==> src/rtl/core_wr_arb.sv <==
// Round-robin write arbiter: CORE_CNT cores share one registered memory write bus.
// Optional write counter output wr_cnt enabled by defining CORE_WR_ARB_WCNT_EN.
module core_wr_arb #(
    parameter int CORE_CNT = 4,
    parameter int ADDR_WID = 32,
    parameter int DATA_WID = 32
) (
    input  logic                         clk,
    input  logic                         rst,
    input  logic [CORE_CNT-1:0]          core_mask,
    input  logic [CORE_CNT-1:0]          req,
    input  logic [CORE_CNT*ADDR_WID-1:0] req_addr,
    input  logic [CORE_CNT*DATA_WID-1:0] req_data,
    output logic [CORE_CNT-1:0]          ack,
    output logic [CORE_CNT-1:0]          cpu_en,
    output logic                         mem_we,
    output logic [ADDR_WID-1:0]          mem_addr,
    output logic [DATA_WID-1:0]          mem_data
`ifdef CORE_WR_ARB_WCNT_EN
    ,
    output logic [31:0]                  wr_cnt
`endif
);

    localparam int PTR_W = (CORE_CNT > 1) ? $clog2(CORE_CNT) : 1;

    logic [CORE_CNT-1:0] ack_q, ack_d;
    logic                we_q, we_d;
    logic [ADDR_WID-1:0] addr_q, addr_d;
    logic [DATA_WID-1:0] data_q, data_d;
    logic [PTR_W-1:0]    ptr_q, ptr_d;
    logic [CORE_CNT-1:0] elig_s;
    logic                found_s;
    logic [PTR_W-1:0]    win_s;

    // Round-robin search from ptr; the core acked last edge is excluded so its stale request is not taken twice
    always_comb begin : sel_blk
        int idx;
        elig_s  = req & core_mask & ~ack_q;
        found_s = 1'b0;
        win_s   = '0;
        idx     = 0;
        for (int k = 0; k < CORE_CNT; k++) begin
            idx = int'(ptr_q) + k;
            if (idx >= CORE_CNT) begin
                idx = idx - CORE_CNT;
            end else begin
                idx = idx;
            end
            if (!found_s && elig_s[idx]) begin
                found_s = 1'b1;
                win_s   = PTR_W'(idx);
            end else begin
                found_s = found_s;
            end
        end
    end

    // Next-state of the write bus, ack and pointer
    always_comb begin
        ack_d  = '0;
        we_d   = 1'b0;
        addr_d = addr_q;
        data_d = data_q;
        ptr_d  = ptr_q;
        if (found_s) begin
            we_d   = 1'b1;
            ack_d  = CORE_CNT'(1) << win_s;
            addr_d = req_addr[int'(win_s)*ADDR_WID +: ADDR_WID];
            data_d = req_data[int'(win_s)*DATA_WID +: DATA_WID];
            if (win_s == PTR_W'(CORE_CNT-1)) begin
                ptr_d = '0;
            end else begin
                ptr_d = win_s + PTR_W'(1);
            end
        end else begin
            ptr_d = ptr_q;
        end
    end

    // State registers; reset discards any write in flight
    always_ff @(posedge clk or negedge rst) begin
        if (!rst) begin
            ack_q  <= '0;
            we_q   <= 1'b0;
            addr_q <= '0;
            data_q <= '0;
            ptr_q  <= '0;
        end else begin
            ack_q  <= ack_d;
            we_q   <= we_d;
            addr_q <= addr_d;
            data_q <= data_d;
            ptr_q  <= ptr_d;
        end
    end

`ifdef CORE_WR_ARB_WCNT_EN
    logic [31:0] wcnt_q, wcnt_d;

    // Count every edge that launches a write; wraps naturally at 32 bits
    always_comb begin
        if (we_d) begin
            wcnt_d = wcnt_q + 32'd1;
        end else begin
            wcnt_d = wcnt_q;
        end
    end

    // Write counter register
    always_ff @(posedge clk or negedge rst) begin
        if (!rst) begin
            wcnt_q <= 32'd0;
        end else begin
            wcnt_q <= wcnt_d;
        end
    end

    assign wr_cnt = wcnt_q;
`endif

    assign ack      = ack_q;
    assign mem_we   = we_q;
    assign mem_addr = addr_q;
    assign mem_data = data_q;
    // A waiting core stalls until its ack cycle; a masked core is always stalled
    assign cpu_en   = core_mask & (~req | ack_q);

endmodule

==> config.mk <==
export PLATFORM = sky130hd
export DESIGN_NAME = core_wr_arb
export DESIGN_NICKNAME = d
export VERILOG_FILES = /design/src/rtl/core_wr_arb.sv
export SDC_FILE = /design/constraint.sdc
export NUM_CORES = 1
export LEC_CHECK = 0
export BUFFER_PORTS_ARGS = -buffer_cell sky130_fd_sc_hd__buf_2
export CAP_MARGIN = 20
export CORE_AREA = 3 3 132 134
export DETAILED_ROUTE_END_ITERATION = 7
export DIE_AREA = 0 0 135 137
export PLACE_DENSITY = 0.66
export SKIP_CTS_REPAIR_TIMING = 1
export SYNTH_ARGS = -nofsm -noshare
export SYNTH_HDL_FRONTEND = slang
export SYNTH_SLANG_ARGS = --single-unit
==> constraint.sdc <==
create_clock -name clk -period 2 [get_ports clk]
set_clock_uncertainty 0.15 [all_clocks]
set_input_delay 0.4 -clock clk [delete_from_list [all_inputs] [get_ports clk]]
set_output_delay 0.4 -clock clk [all_outputs]
set_load 0.005 [all_outputs]
==> flow_summary_export.csv <==
group,metric,value,unit
synthesis,synthFlopType,"dfrtp_1",
route,drc,0,
setup_path,slowest_stage,"dfrtp_2",
setup_path,crit_family,"compound AO/OA/AOI/OAI gates",
placement,dp_hpwl,15000,um
sta,fin_crit_sh,115,%
sta,relSlewSlack,61.0,%
status,status,"complete, but fails checks",
global_route,grt_overflow,0,
sta,tightestPinTransition,570,ps
global_route,grt_pass1_wl,30700,um
setup_path,worstPathRequired,2070,ps
placement,gp_congestion,0.814,
cts,root_buffer,"clkbuf_16",
placement,port-buffer-count,338,
route,vias,6336,
route,vias_per_cell,5.39,
route,drt-wirelength-per-cell,21.0,um
cts,cts_tree,"done",
synthesis,synth.area.top_cells,"dfrtp_1, mux2i_1, a211oi_1",
pwr,peakVddDrop,0.563,mV
placement,dp_slack,-445,ps
synthesis,synth_seq_cells,71,
synthesis,yosys.area.top_type_share,33.7,%
floorplanning,die_area,0.0185,mm^2
status,violations,"negative setup slack",
route,dr_wl_met2,12100,um
route,wl,24700,um
finish,synthToLayoutAreaGrowth,80.6,%
sta,rsz0062_at_grt,"yes",
cts,cts_made_buffers,9,
global_route,grt_use_total,21.0,%
sta,setup_viol,68,
global_route,antenna_found_initial,0,
floorplanning,die_w,135,um
synthesis,synth-edff-count,0,
sta,fin_crit,2290,ps
cts,clockBufferDepth,2,
setup_path,arrival,2360,ps
setup_path,cp.buffers_inverters,3,
pwr,p_leak,4.41,nW
setup_path,slowest_delay,440,ps
setup_path,crit_fanout,15,
route,antenna_left,0,
route,top_layer_used,"met4",
synthesis,synth.distinct_cells,32,
floorplanning,pin_count,339,
pwr,p_per_area,1060,mW/mm^2
setup_path,cp-end-kind,"flip-flop",
synthesis,synth_area_per_cell,9.44,um^2
finish,drive_above_1_share,65.2,%
route,dr_wl_met3,1940,um
cts,clock_sinks,71,
sta,layout_setup_ws,-292,ps
synthesis,netlist_area,0.00528,mm^2
placement,placed_area,0.00776,mm^2
global_route,grt_pass1_vias,5812,
synthesis,synth-async-reset-ratio,100,%
synthesis,yosysSeqAreaShare,33.7,%
synthesis,netlist_instances,559,
synthesis,yosysTopAreaCell,"dfrtp_1",
synthesis,synth.most_common_cell,"a211oi_1",
setup_path,crit_type,"flip-flop to flip-flop",
setup_path,crit_top_cell,"buf_12",
floorplanning,initial_utilization,32.2,%
cts,clkTransAtPathRegs,60,ps
setup_path,path_cells,"nand3b_1 > buf_6 > o22ai_4 > a211o_4 > buf_12 > buf_12 > mux2i_2 > a211oi_2",
global_route,grt_max_degree,65,
finish,fin_nets,1217,
sta,finalMaxSlewViolations,0,
sta,finalHoldViolCount,0,
route,drt-initial-drc-count,294,
floorplanning,core,0.0164,mm^2
floorplanning,fp-row-count,47,
finish,n_antenna_cell,0,
floorplanning,die_h,137,um
route,detail_route.first_pass.iterations,4,
sta,max_freq,0.436,GHz
setup_path,start_kind,"flip-flop",
worst_hold_path,hp-class,"input port to flip-flop",
synthesis,syn_nets,826,
route,wl_met1,9730,um
synthesis,ys.warnings.count,0,
finish,design_area,0.00953,mm^2
cts,clock_latency,340,ps
synthesis,synth.top_cells.by_count,"a211oi_1, dfrtp_1, inv_1, nor2_1",
cts,ctsHtreeMaxLevel,3,
flow_run,drv_cap,0,
cell usage in the layout, fill, tap and decap left out, drive strengths merged, types with 4 or more instances in the layout:
cell type / n
dfrtp: 71
buf: 429
a2111oi: 64
clkbuf: 25
a211oi: 128
a21boi: 4
mux2i: 64
inv: 70
bufinv: 4
nor2: 70
where the power goes:
group | switching [mW] | internal (mW) | leakage [nW]
clock | 0.657 | 1.41 | 0.182
sequential | 0.373 | 2.03 | 0.802
combinational | 2.85 | 2.78 | 3.43
worst reg2reg max path, cell delays in order, from the launching register on:
cell and delay, ps:
dfrtp_2 440, nand3b_1 230, buf_6 160, o22ai_4 270, a211o_4 210, buf_12 150, buf_12 190, mux2i_2 270
a211oi_2 90
metrics by stage:
stage               utilization, %  power, mW  cells  setup TNS (ps)  hold slack, ps
floorplan                        -       4.70    559           -5990           -45.6
global placement              47.3       6.46   1109          -18810             202
detailed placement            47.3       6.51   1109          -22300             210
CTS                           49.6       8.63   1125          -20890            -164
global route                  58.1       10.6   1175          -19980             222
finish                        58.1       10.1   1175          -15360             224
state kept, by name, summed over array words and instances (netlist names):
name / count
ptr_q: 2
mem_we: 1
ack: 4
mem_addr: 32
mem_data: 32
kinds of logic (layout without fill, tap and decap cells):
logic type	Yosys count	count (layout)	synth area share (%)
compound gates	206	207	35.4
fa+ha+maj	1	1	0.237
buf+inv	135	530	11.8
flops	71	71	33.7
mux	64	64	12.1
simple gates	82	82	6.69
path summary, 6_finish.rpt:
kind                       cells after the start           end          from  slack, ps
max                                            8   mem_data[8]        ack[2]       -290
max reg2reg                                    8   mem_data[8]        ack[2]       -290
max in group asynchronous                      3  mem_addr[13]           rst        770
min                                            3  mem_data[26]  req_data[26]        220
min reg2reg                                    2  mem_data[16]  mem_data[16]        410
min in group asynchronous                      2  mem_data[25]           rst        380
area by class of cell:
| cell class | instances | area [um^2] |
|---|---|---|
| fillers | 1377 | 6880 |
| flip-flops and latches | 71 | 1780 |
| clock buffers | 11 | 253 |
| clock inverters | 5 | 128 |
| well taps | 220 | 275 |
| inverters | 70 | 265 |
| repair buffers | 444 | 3150 |
| multi-input cells | 354 | 3670 |
layer usage:
layer,global-route usage [%],vias up
met5,0,-
met3,4.30,69
met4,9.29,0
met1,25.8,3032
met2,35.5,336
li1,-,2899
Power figures use the tool's default switching activity.
